File: src/rtl/pipe_stage_reg.sv
// pipe_stage_reg: elastic pipeline stage register with optional skid entry, stall/flush control and perf counters
module pipe_stage_reg #(
  parameter int DATA_W = 128,
  parameter int CTRL_W = 12,
  parameter int CNT_W  = 32,
  parameter int SKID   = 1
) (
  input  logic              clk,
  input  logic              reset_n,
  input  logic              in_valid,
  output logic              in_ready,
  input  logic [DATA_W-1:0] in_data,
  input  logic [CTRL_W-1:0] in_ctrl,
  input  logic              stall,
  input  logic              flush,
  output logic              out_valid,
  input  logic              out_ready,
  output logic [DATA_W-1:0] out_data,
  output logic [CTRL_W-1:0] out_ctrl,
  output logic [1:0]        occupancy,
  output logic [CNT_W-1:0]  stall_count,
  output logic [CNT_W-1:0]  flush_count,
  output logic [CNT_W-1:0]  bubble_count,
  output logic [1:0]        status
);
  logic [DATA_W-1:0] main_data, skid_data;
  logic [CTRL_W-1:0] main_ctrl, skid_ctrl;
  logic rdy_q, in_fire, out_fire;
  // handshake decode; with a skid entry in_ready depends only on held state and stall, never on out_ready
  always_comb begin
    in_ready = rdy_q && !stall && (SKID != 0 ? occupancy != 2'd2 : (occupancy == 2'd0 || out_ready));
    out_valid = occupancy != 2'd0 && !stall && !flush;
    in_fire = in_valid && in_ready && !flush;
    out_fire = out_valid && out_ready;
    out_data = main_data;
    out_ctrl = out_valid ? main_ctrl : '0;
  end
  // main holds the head and skid the newer entry; a head transfer promotes skid into main on the same edge
  always_ff @(posedge clk or negedge reset_n)
    if (!reset_n) begin
      main_data <= '0;
      main_ctrl <= '0;
      skid_data <= '0;
      skid_ctrl <= '0;
      occupancy <= 2'd0;
      rdy_q <= 1'b0;
    end else if (flush) begin
      main_data <= '0;
      main_ctrl <= '0;
      skid_data <= '0;
      skid_ctrl <= '0;
      occupancy <= 2'd0;
      rdy_q <= 1'b1;
    end else begin
      occupancy <= occupancy + {1'b0, in_fire} - {1'b0, out_fire};
      rdy_q <= 1'b1;
      if (out_fire && occupancy == 2'd2) begin
        main_data <= skid_data;
        main_ctrl <= skid_ctrl;
      end else if (in_fire && (occupancy == 2'd0 || out_fire)) begin
        main_data <= in_data;
        main_ctrl <= in_ctrl;
      end
      if (in_fire && occupancy == 2'd1 && !out_fire) begin
        skid_data <= in_data;
        skid_ctrl <= in_ctrl;
      end
    end
  // saturating performance counters and registered status, flush > stall > backpressure > normal
  always_ff @(posedge clk or negedge reset_n)
    if (!reset_n) begin
      stall_count <= '0;
      flush_count <= '0;
      bubble_count <= '0;
      status <= 2'b00;
    end else begin
      stall_count <= stall_count + CNT_W'(stall && !(&stall_count));
      flush_count <= flush_count + CNT_W'(flush && !(&flush_count));
      bubble_count <= bubble_count + CNT_W'(occupancy == 2'd0 && out_ready && !stall && !(&bubble_count));
      status <= flush ? 2'b10 : stall ? 2'b01 : (out_valid && !out_ready) ? 2'b11 : 2'b00;
    end
endmodule

File: config.mk
export PLATFORM = sky130hd
export DESIGN_NAME = pipe_stage_reg
export DESIGN_NICKNAME = d
export VERILOG_FILES = /design/src/rtl/pipe_stage_reg.sv
export SDC_FILE = /design/constraint.sdc
export NUM_CORES = 1
export LEC_CHECK = 0
export BUFFER_PORTS_ARGS = -buffer_cell sky130_fd_sc_hd__buf_2
export CAP_MARGIN = 5
export CORE_MARGIN = 2
export CORE_UTILIZATION = 50
export CTS_BUF_LIST = sky130_fd_sc_hd__clkbuf_16
export DETAILED_ROUTE_END_ITERATION = 8
export PLACE_DENSITY = 0.86
export SLEW_MARGIN = 20
export SYNTH_ARGS = -nofsm -noshare
export SYNTH_HDL_FRONTEND = slang
export SYNTH_SLANG_ARGS = --single-unit
File: constraint.sdc
create_clock -name clk -period 2.8 [get_ports clk]
set_input_delay 0.14 -clock clk [delete_from_list [all_inputs] [get_ports clk]]
set_output_delay 0.14 -clock clk [all_outputs]
set_load 0.03 [all_outputs]
Word-level counts from Yosys, hierarchy flattened --
Cells that the tools add are included.
Cells by class: equal/unequal tests 3, $add $sub $neg 5, mux-type cells 15, reduce and logical (&&, ||, !) cells 32
Operators with widths (count):
- $mux 128 | 5
- $add 32x1->32 | 3
- $reduce_and 32->1 | 3
- $mux 12 | 6
- $logic_and 1x1->1 | 17
- $mux 2 | 4
- $logic_not 1->1 | 7
- $reduce_bool 2->1 | 2
- $reduce_bool 3->1 | 1
- $add 2x1->2 | 1
- $eq 2x1->1 const B | 1
- $eq 2x2->1 const B | 1
- $logic_not 2->1 | 1
- $ne 2x2->1 const B | 1
- $sub 2x1->2 | 1
- $logic_or 1x1->1 | 1
Storage, ports and cells: logic and storage cells 65, bits of input ports 146, output and inout port bits 242, bits in registers 381

Depth between registers and ports, before layout --
Gate-level depths: netlist of the first run.
depth in word-level cells 9, mapped depth 12, depth with buffers taken out 10

Worst setup path after synthesis of the first run --
No wires, ideal clock.
path kind flip-flop to flip-flop, from reg flush_count[2], to reg flush_count[31], buffers on the path 3, data required time 2.662 ns, setup time 0.138 ns, cell stages (with the launch flop) 13, setup slack -0.206 ns, clock period less this slack 3.006 ns, data arrival time 2.868 ns, path through dfrtp_1 -> nand3_1 -> or4_1 -> clkbuf_1 -> clkbuf_1 -> nor4_1 -> a21oi_1 -> ha_1 -> and2_1 -> clkbuf_1 -> nand4_1 -> nor4_1 -> xor2_1
On the way: cells in the longest elaborated chain, start to end 4
RTL lines:
- start, declared | RTL line 22 | output logic [CNT_W-1:0] flush_count,
- start signal, assigned | RTL line 78 | flush_count <= flush_count + CNT_W'(flush && !(&flush_count));
- $reduce_and 32->1 | RTL line 78
- $logic_not 1->1 | RTL line 78
- $logic_and 1x1->1 | RTL line 78
- $add 32x1->32 * | RTL line 78
Mark *: on every way between the ends. The rest lies on a longest branch, timed or not. A chain may end at the register's enable or synchronous reset.

Worst setup path after layout of the first run --
from reg stall_count[9], to reg stall_count[22]
On the way: cells in the longest elaborated chain, start to end 4
RTL lines:
- start, declared | RTL line 21 | output logic [CNT_W-1:0] stall_count,
- start signal, assigned | RTL line 77 | stall_count <= stall_count + CNT_W'(stall && !(&stall_count));
- $reduce_and 32->1 | RTL line 77
- $logic_not 1->1 | RTL line 77
- $logic_and 1x1->1 | RTL line 77
- $add 32x1->32 * | RTL line 77
Marked as above.

==> impl_metrics.py, run 1 <==
metrics = {
    "outcome": {
        "run_status": "finished, final reports clean",
    },
    "sta": {
        "finClkSkew_ps": 22.9,
        "tns_ps": 0,
        "period_needed_ps": 2670,
        "slew_viol_final": 0,
        "tightestPinTransition_ps": 891,
        "min_period_over_period_pct": 95.5,
        "hold_viol": 0,
        "hold_slack_ps": 85.6,
        "fmax_mhz": 374,
        "postLayoutSetupSlackWorst_ps": 126,
        "setup_viol": 0,
        "relSlewSlack_pct": 40.6,
    },
    "synth": {
        "yosysTopAreaCellShare_pct": 50.6,
        "syn_area_per_cell_um2": 11.4,
        "synth_area_leaders": "dfrtp_1, mux2i_1, nor2b_1, mux2_1, inv_1",
        "yosysSeqAreaShare_pct": 50.6,
        "synthFlopType": "dfrtp_1",
        "post-synth-top-count-cell": "dfrtp_1",
        "syn_nets": 1804,
        "netlist_area_um2": 18800,
        "synth-seq-cells": 381,
        "ys_types": 36,
        "synth_top_area_cell": "dfrtp_1",
        "async_reset_ff_share_pct": 100,
        "synthTopCellsByCount": "dfrtp_1, mux2i_1, nor2b_1",
        "synth_edf_count": 0,
        "syn_inst": 1648,
        "ys_warn_count": 0,
    },
    "finish": {
        "multi_input_area_um2": 8330,
        "area.sequential_um2": 9550,
        "fin_util_pct": 64.8,
        "fillCellCount": 2642,
        "drive_gt1_share_pct": 23.0,
        "areaGrowthSynthToFinish_pct": 28.7,
        "fin_nets": 2323,
        "postLayoutCellArea_um2": 24200,
    },
    "power": {
        "pwr-share-clk_pct": 38.2,
        "p_switching_mw": 4.08,
        "vdd_ir_drop_max_uv": 492,
        "pwr_density_cell_nw_per_um2": 570,
        "swShare_pct": 29.5,
        "internal_power_mw": 9.73,
        "p_leak_nw": 13.5,
        "combPwrFrac_pct": 17.1,
        "seq_power_share_pct": 44.7,
    },
    "die": {
        "io_pins": 388,
        "start_util_pct": 50.3,
        "core-area_um2": 37400,
        "rows": 71,
        "die_x_um": 198,
        "dieArea_um2": 39200,
        "die_height_um": 198,
    },
    "job": {
        "drv_cap": 0,
    },
    "global_route": {
        "grt_max_degree": 92,
        "grt_pass1_vias": 15000,
        "antenna_found_initial": 2,
        "grt_pass1_wl_mm": 79.7,
        "track_usage_pct": 25.4,
        "grt_overflow": 0,
    },
    "worst_setup_path": {
        "rrSetupSlack_ps": 130,
        "end_kind": "flip-flop",
        "slowest_stage": "or3_1",
        "critPathMaxStageDelay_ps": 460,
        "critPathMaxFanout": 6,
        "worst-path-buf-inv": 0,
        "cpLargestDelayFamily": "simple AND/OR/NAND/NOR gates",
        "critPathKind": "flip-flop to flip-flop",
        "critical_path_required_ps": 3240,
        "reg2regPathDepth": 10,
        "cp_cell_sequence": "and4_1, and2_1, nand3_1, o31a_1, ha_1, ha_2, and3_1, nand4_1, or3_1, xnor2_1",
        "r2r-end": "stall_count[22]$_DFF_PN0_",
        "r2r-start": "stall_count[9]$_DFF_PN0_",
        "worstPathArrival_ps": 3110,
        "startpoint_type": "flip-flop",
    },
    "detailed_routing": {
        "wl_mm": 50.5,
        "drt-initial-drc-count": 715,
        "drt-wirelength-per-cell_um": 18.6,
        "num_vias": 14300,
        "viasPerCell": 5.29,
        "drtPass1Iterations": 5,
        "remaining_drc_errors": 0,
        "ant_nets": 0,
    },
    "placement": {
        "place_hpwl_mm": 30.6,
        "io_buffers": 387,
        "place.gp.congestion": 0.885,
        "pre_cts_slack_ps": 155,
        "place_area_um2": 21500,
    },
    "clocking": {
        "clkLatencyLatePin_ps": 560,
        "cts_root_buf": "clkbuf_16",
        "cts.sinks": 381,
        "clkTransAtPathRegs_ps": 60,
        "cts_inserted_buffers": 41,
        "cts_buffer_depth": 3,
        "tritoncts": "done",
        "htree_levels": 2,
    },
    "worst_hold_path": {
        "hold_end": "skid_data[1]$_DFFE_PN0P_",
        "holdPathStages": 4,
        "worstHoldStart": "flush",
        "worstHoldPathType": "input pin to flip-flop",
    },
}
-- area by class of cell --
class                           instances  share of cell area (%)
Antenna cell                            3                  0.0310
Clock buffer                           43                    4.44
Clock inverter                         29                   0.852
Inverter                              153                    2.37
Multi-Input combinational cell       1019                    34.4
Sequential cell                       381                    39.4
Tap cell                              511                    2.64
Timing Repair Buffer                  571                    15.9
-- flip-flops by register name (all words and copies together), names as in the netlist --
| name | flops |
|---|---|
| out_data | 128 |
| main_ctrl | 12 |
| bubble_count | 32 |
| flush_count | 32 |
| status | 2 |
| occupancy | 2 |
| skid_ctrl | 12 |
| rdy_q | 1 |
| stall_count | 32 |
| skid_data | 128 |
-- metal layers --
layer  vias up  global-route usage [%]  routed length, µm  share of wire (%)
met5         -                       0                  0                  0
met4         0                    11.7               2350                4.7
met3       173                    6.59               3150                6.3
met2       513                    42.6              24900                 49
met1      7154                    30.7              20100                 40
li1       6496                       -                  -                  -
-- power by group through the flow --
stage / sequential [mW] / clock, mW / combinational (mW)
finish: 6.18 / 5.28 / 2.36
global route: 6.22 / 5.62 / 2.52
CTS: 6.16 / 5.37 / 2.33
detailed placement: 6.25 / 0 / 2.16
global placement: 6.22 / 0 / 2.10
floorplan: 6.86 / 0 / 0.686
-- layout by cell type, fill, tap and decap left out, types with 29 or more instances in the layout --
| cell | count |
|---|---|
| buf_2 | 385 |
| buf_4 | 29 |
| clkbuf_16 | 43 |
| dfrtp_1 | 372 |
| dlygate4sd3_1 | 143 |
| inv_1 | 161 |
| mux2_1 | 140 |
| mux2i_1 | 280 |
| nand2_1 | 32 |
| nand3_1 | 37 |
| nor2b_1 | 280 |
| xnor2_1 | 47 |
| xor2_1 | 45 |
-- kinds of logic after synthesis --
logic type / count (synthesis) / synth area share, %
buf+inv: 248 / 5.31
fa+ha+maj: 10 / 0.665
simple gates: 490 / 15.5
flops: 381 / 50.6
other cells: 1 / 0.0199
mux: 420 / 23.3
compound gates: 6 / 0.352
xor+xnor: 92 / 4.28
-- worst max-delay path by stage --
stage | slack, ps | to | cells past startpoint | startpoint
6_report | 130 | stall_count[22]$_DFF_PN0_ | 10 | stall_count[9]$_DFF_PN0_
5_1_grt | -30 | stall_count[22]$_DFF_PN0_ | 10 | stall_count[9]$_DFF_PN0_
4_1_cts | 140 | flush_count[31]$_DFF_PN0_ | 9 | flush_count[11]$_DFF_PN0_
3_5_place_dp | 160 | flush_count[31]$_DFF_PN0_ | 9 | flush_count[9]$_DFF_PN0_
3_3_place_gp | 320 | flush_count[31]$_DFF_PN0_ | 9 | flush_count[11]$_DFF_PN0_
2_1_floorplan | 70 | flush_count[31]$_DFF_PN0_ | 12 | flush_count[2]$_DFF_PN0_
-- worst register-to-register path, stage by stage (launching register included) --
cell and delay (ps):
dfrtp_1 440, and4_1 250, and2_1 180, nand3_1 100, o31a_1 130, ha_1 190, ha_2 210, and3_1 190
nand4_1 260, or3_1 460, xnor2_1 130
-- stage by stage --
stage                     std cells  total power [mW]
after global placement         2490              8.32
after CTS                      2705              13.9
after detailed placement       2490              8.41
final                          2710              13.8
after floorplan                1648              7.54
after global routing           2709              14.4
-- what timing repair did --
action	4_1_cts	5_1_grt
setup endpoints to repair	0	10
endpoints found under the hold margin	233	0
hold buffers	143	0
setup buffers	0	2
gates resized for setup	0	5
No activity file was read; power rests on OpenSTA's default activity.
==> run 2, diff against run 1 <==
CORE_ASPECT_RATIO = 0.6   (was default)
==> run 2 against run 1 <==
  * Via count up 0.66%
  * Combinational power is essentially flat
  * Clock-buffer cell count fell by 6
  * First-iteration DRC count up 14%
  * Clock power fell by 6.1%
  * Global-route usage increased by 0.51 points
  * Sequential power about the same
  * Non-clock buffer count down 6
==> impl_metrics.py, run 2 (synthesis gave the netlist of run 1 again) <==
metrics = {
    "power": {
        "pwr-share-clk_pct": 36.8,
        "swShare_pct": 29.8,
        "vdd_ir_drop_max_uv": 482,
        "pwr_density_cell_nw_per_um2": 561,
        "p_switching_mw": 4.03,
        "combPwrFrac_pct": 17.4,
        "internal_power_mw": 9.47,
        "seq_power_share_pct": 45.8,
        "p_leak_nw": 13.4,
    },
    "finish": {
        "final_cell_mix": "buf_2, dfrtp_1, nor2b_1, mux2i_1, inv_1",
        "drive_gt1_share_pct": 22.4,
        "fin_nets": 2313,
        "fin_util_pct": 65.5,
        "fillCellCount": 2639,
        "layout_commonest_cell": "buf_2",
        "areaGrowthSynthToFinish_pct": 27.8,
    },
    "sta": {
        "hold_viol": 0,
        "period_needed_ps": 2640,
        "finClkSkew_ps": 19.3,
        "postLayoutSetupSlackWorst_ps": 164,
        "slew_viol_final": 0,
        "setup_viol": 0,
        "relSlewSlack_pct": 31.1,
        "min_period_over_period_pct": 94.1,
        "fmax_mhz": 379,
        "tightestPinTransition_ps": 1030,
    },
    "clocking": {
        "tritoncts": "done",
        "cts.sinks": 381,
        "clkLatencyLatePin_ps": 530,
        "cts_buffer_depth": 3,
        "cts_root_buf": "clkbuf_16",
        "cts_inserted_buffers": 37,
        "htree_levels": 2,
        "clkTransAtPathRegs_ps": 60,
    },
    "die": {
        "rows": 54,
        "dieArea_um2": 39300,
        "die_x_um": 254,
        "start_util_pct": 51.3,
        "die_height_um": 154,
        "io_pins": 388,
        "core-area_um2": 36700,
    },
    "worst_setup_path": {
        "worstPathArrival_ps": 3070,
        "startpoint_type": "flip-flop",
        "reg2regPathDepth": 10,
        "r2r-start": "bubble_count[7]$_DFF_PN0_",
        "rrSetupSlack_ps": 160,
        "end_kind": "flip-flop",
        "r2r-end": "bubble_count[12]$_DFF_PN0_",
        "critPathMaxFanout": 5,
        "critical_path_required_ps": 3240,
        "critPathKind": "flip-flop to flip-flop",
    },
    "detailed_routing": {
        "drtPass1Iterations": 5,
        "viasPerCell": 5.36,
        "drt-wirelength-per-cell_um": 19.0,
        "drt-initial-drc-count": 813,
        "ant_nets": 0,
        "wl_mm": 51.2,
        "num_vias": 14400,
        "remaining_drc_errors": 0,
    },
    "global_route": {
        "grt_pass1_wl_mm": 81.7,
        "grt_max_degree": 188,
        "grt_pass1_vias": 15600,
        "grt_overflow": 0,
        "track_usage_pct": 25.9,
        "antenna_found_initial": 3,
    },
    "placement": {
        "pre_cts_slack_ps": 197,
        "place.gp.congestion": 0.958,
        "place_hpwl_mm": 31.9,
        "io_buffers": 387,
    },
    "outcome": {
        "run_status": "finished, final reports clean",
    },
    "worst_hold_path": {
        "worstHoldPathType": "input pin to flip-flop",
        "worstHoldStart": "out_ready",
        "holdPathStages": 4,
        "hold_end": "status[0]$_DFF_PN0_",
    },
    "job": {
        "drv_cap": 0,
    },
}
-- run 2: cell count changes in the layout (fill, tap and decap cells not counted), sizes merged --
cell         previous run  this run
inv                   163       161
clkinv                 15        16
bufinv                  3         4
dlygate4sd3           143       144
buf                   427       420
clkinvlp                1         0
clkbuf                 44        38
-- run 2: stage by stage --
stage               hold slack (ps)  setup TNS (ps)  power (mW)  cell area (µm²)  cells
floorplan                      -156               0        7.54            18800   1648
detailed placement              233               0        8.43            21400   2476
global placement                223               0        8.33            21400   2476
finish                         37.5               0        13.5            24000   2690
CTS                            14.8               0        13.5            24000   2685
global route                   40.9           -2.07        14.0            24000   2690
-- run 2: worst max path at each step --
stage,from,end,slack (ps),depth (start not counted)
2_1_floorplan,flush_count[2]$_DFF_PN0_,flush_count[31]$_DFF_PN0_,70,12
3_3_place_gp,flush_count[10]$_DFF_PN0_,flush_count[28]$_DFF_PN0_,300,9
3_5_place_dp,flush_count[19]$_DFF_PN0_,flush_count[28]$_DFF_PN0_,200,9
4_1_cts,flush_count[19]$_DFF_PN0_,flush_count[28]$_DFF_PN0_,180,9
5_1_grt,stall_count[4]$_DFF_PN0_,stall_count[28]$_DFF_PN0_,-2,11
6_report,bubble_count[7]$_DFF_PN0_,bubble_count[12]$_DFF_PN0_,160,10
-- run 2: area by class of cell --
cell class	count	area (µm²)	area share [%]
Timing Repair Buffer	565	3810	15.9
Antenna cell	3	7.51	0.0312
Inverter	153	574	2.39
Tap cell	504	631	2.62
Clock buffer	37	926	3.85
Clock inverter	28	230	0.957
Multi-Input combinational cell	1019	8320	34.6
Sequential cell	381	9550	39.7
-- run 2: timing repair --
action,4_1_cts,5_1_grt
setup endpoints to repair,0,9
gates resized for setup,0,5
hold endpoints to repair,221,0
setup buffers,0,2
hold buffers,144,0
-- run 2: critical path, stage by stage, from the launching register on --
cell and delay, ps:
dfrtp_1 430, and4_2 310, nand4_1 160, nor4_2 310, nor2_1 80, ha_1 270
ha_1 260, and2_1 210, and2_1 250, nand3_1 130, xnor2_1 140
-- run 2: power by group through the flow --
stage	combinational (mW)	clock [mW]	sequential, mW
after detailed placement	2.16	0	6.26
after global routing	2.51	5.26	6.22
after CTS	2.34	5.02	6.17
after floorplan	0.686	0	6.86
after global placement	2.09	0	6.24
final	2.35	4.96	6.18
-- run 2: routing by layer --
| metal | vias up | part of all wire [%] | track usage [%] |
|---|---|---|---|
| li1 | 6487 | - | - |
| met2 | 474 | 50 | 44.7 |
| met1 | 7292 | 41 | 32.1 |
| met3 | 177 | 4.7 | 4.48 |
| met5 | - | 0 | 0 |
| met4 | 0 | 4.4 | 11.1 |
==> run 3, diff against run 2 <==
PLACE_DENSITY = 0.77   (was 0.86)
==> run 3 against run 2 <==
  * Clock-buffer cell count up 1
  * Non-clock buffer count unchanged
  * Die area unchanged
  * Combinational power down 2%
  * Sequential cell count unchanged
  * Via count down 2.5%
  * Register-to-register slack worse by 120 ps
  * Wire length down 6.0%
  * Cell count up 0.22%
  * Utilization about the same
  * Critical path depth unchanged
==> impl_metrics.py, run 3 (synthesis gave the netlist of run 1 again) <==
metrics = {
    "global_route": {
        "grt_overflow": 0,
        "track_usage_pct": 24.2,
        "antenna_found_initial": 4,
        "grt_pass1_wl_mm": 77.0,
        "grt_pass1_vias": 14800,
        "grt_max_degree": 84,
    },
    "sta": {
        "period_needed_ps": 2760,
        "hold_viol": 0,
        "slew_viol_final": 0,
        "rsz0062_at_grt": "yes",
        "setup_viol": 0,
        "tightestPinTransition_ps": 782,
        "fmax_mhz": 363,
        "relSlewSlack_pct": 47.9,
        "min_period_over_period_pct": 98.4,
        "finClkSkew_ps": 22.7,
        "postLayoutSetupSlackWorst_ps": 43.7,
    },
    "worst_setup_path": {
        "critical_path_required_ps": 3220,
        "r2r-end": "stall_count[22]$_DFF_PN0_",
        "critPathKind": "flip-flop to flip-flop",
        "r2r-start": "stall_count[13]$_DFF_PN0_",
        "worstPathArrival_ps": 3180,
        "startpoint_type": "flip-flop",
        "critPathMaxFanout": 7,
        "end_kind": "flip-flop",
        "rrSetupSlack_ps": 40,
        "reg2regPathDepth": 10,
    },
    "power": {
        "pwr_density_cell_nw_per_um2": 558,
        "p_leak_nw": 13.4,
        "vdd_ir_drop_max_uv": 635,
    },
    "finish": {
        "fin_nets": 2314,
        "fillCellCount": 2676,
        "final_cell_mix": "buf_2, dfrtp_1, nor2b_1, mux2i_1, inv_1",
        "area.sequential_um2": 9550,
        "postLayoutCellArea_um2": 24100,
        "fin_util_pct": 65.6,
        "multi_input_area_um2": 8340,
        "layout_commonest_cell": "buf_2",
        "drive_gt1_share_pct": 23.0,
        "areaGrowthSynthToFinish_pct": 27.8,
    },
    "placement": {
        "place.gp.congestion": 0.892,
        "place_area_um2": 21400,
        "io_buffers": 387,
        "pre_cts_slack_ps": 85.5,
        "place_hpwl_mm": 31.1,
    },
    "outcome": {
        "run_status": "finished, final reports clean",
    },
    "worst_hold_path": {
        "worstHoldPathType": "input pin to async pin",
    },
    "die": {
        "io_pins": 388,
        "dieArea_um2": 39300,
        "core-area_um2": 36700,
        "die_height_um": 154,
        "start_util_pct": 51.3,
        "die_x_um": 254,
        "rows": 54,
    },
    "detailed_routing": {
        "wl_mm": 48.1,
        "num_vias": 14100,
        "remaining_drc_errors": 0,
        "drt-wirelength-per-cell_um": 17.9,
        "ant_nets": 0,
        "viasPerCell": 5.22,
        "drtPass1Iterations": 5,
        "drt-initial-drc-count": 896,
    },
    "clocking": {
        "cts_root_buf": "clkbuf_16",
        "cts_buffer_depth": 3,
        "clkLatencyLatePin_ps": 540,
        "tritoncts": "done",
        "htree_levels": 2,
        "cts_inserted_buffers": 38,
        "cts.sinks": 381,
        "clkTransAtPathRegs_ps": 60,
    },
    "job": {
        "drv_cap": 0,
    },
}
## run 3: changes by cell type in the layout (fill, tap and decap cells not counted), sizes merged
cell | before | now
bufinv | 4 | 2
clkbuf | 38 | 39
clkinv | 16 | 21
clkinvlp | 0 | 4
diode | 3 | 4
inv | 161 | 158
## run 3: repair_timing
item | CTS | global route
setup endpoints to repair | 0 | 14
resized for setup | 0 | 9
setup buffers | 0 | 4
hold buffers | 144 | 0
endpoints found under the hold margin | 193 | 0
## run 3: how the worst max path moves through the flow
stage	from	end	slack (ps)	cells past startpoint
finish	stall_count[13]$_DFF_PN0_	stall_count[22]$_DFF_PN0_	40	10
global route	stall_count[13]$_DFF_PN0_	stall_count[22]$_DFF_PN0_	-110	10
CTS	stall_count[9]$_DFF_PN0_	stall_count[22]$_DFF_PN0_	30	10
detailed placement	stall_count[9]$_DFF_PN0_	stall_count[22]$_DFF_PN0_	90	10
global placement	stall_count[9]$_DFF_PN0_	stall_count[22]$_DFF_PN0_	200	10
floorplan	flush_count[2]$_DFF_PN0_	flush_count[31]$_DFF_PN0_	70	12
## run 3: area by class of cell
| type | count | area share, % |
|---|---|---|
| Antenna cell | 4 | 0.0416 |
| Clock buffer | 38 | 3.95 |
| Clock inverter | 32 | 0.967 |
| Inverter | 153 | 2.39 |
| Multi-Input combinational cell | 1019 | 34.7 |
| Sequential cell | 381 | 39.7 |
| Tap cell | 504 | 2.62 |
| Timing Repair Buffer | 565 | 15.7 |
## run 3: routing by layer
| metal | share of wire [%] | vias to the layer above | wire (µm) | track usage (%) |
|---|---|---|---|---|
| li1 | - | 6489 | - | - |
| met1 | 43 | 7005 | 20500 | 31.3 |
| met2 | 48 | 437 | 23100 | 40.0 |
| met3 | 5.7 | 135 | 2770 | 5.15 |
| met4 | 3.8 | 0 | 1810 | 9.61 |
| met5 | 0 | - | 0 | 0 |
## run 3: per-stage QoR
stage | power (mW) | hold WS [ps] | instances | setup TNS [ps]
detailed placement | 8.39 | 111 | 2474 | 0
finish | 13.4 | 107 | 2696 | 0
floorplan | 7.54 | -156 | 1648 | 0
global route | 14.0 | 141 | 2696 | -374
CTS | 13.5 | 117 | 2688 | 0
global placement | 8.33 | 114 | 2474 | 0
## run 3: report_power, final
group | leakage, nW | switching [mW] | internal, mW
sequential | 5.07 | 0.312 | 5.86
clock | 0.589 | 2.25 | 2.69
combinational | 7.73 | 1.49 | 0.825
## run 3: worst max-delay path, cell delays in order, from the launching register on
cell     delay, ps
dfrtp_1        430
and2_1         240
and2_1         230
nand3_1        100
o31a_1         150
ha_1           190
ha_2           210
and3_1         200
nand4_1        310
or3_1          430
xnor2_1        130
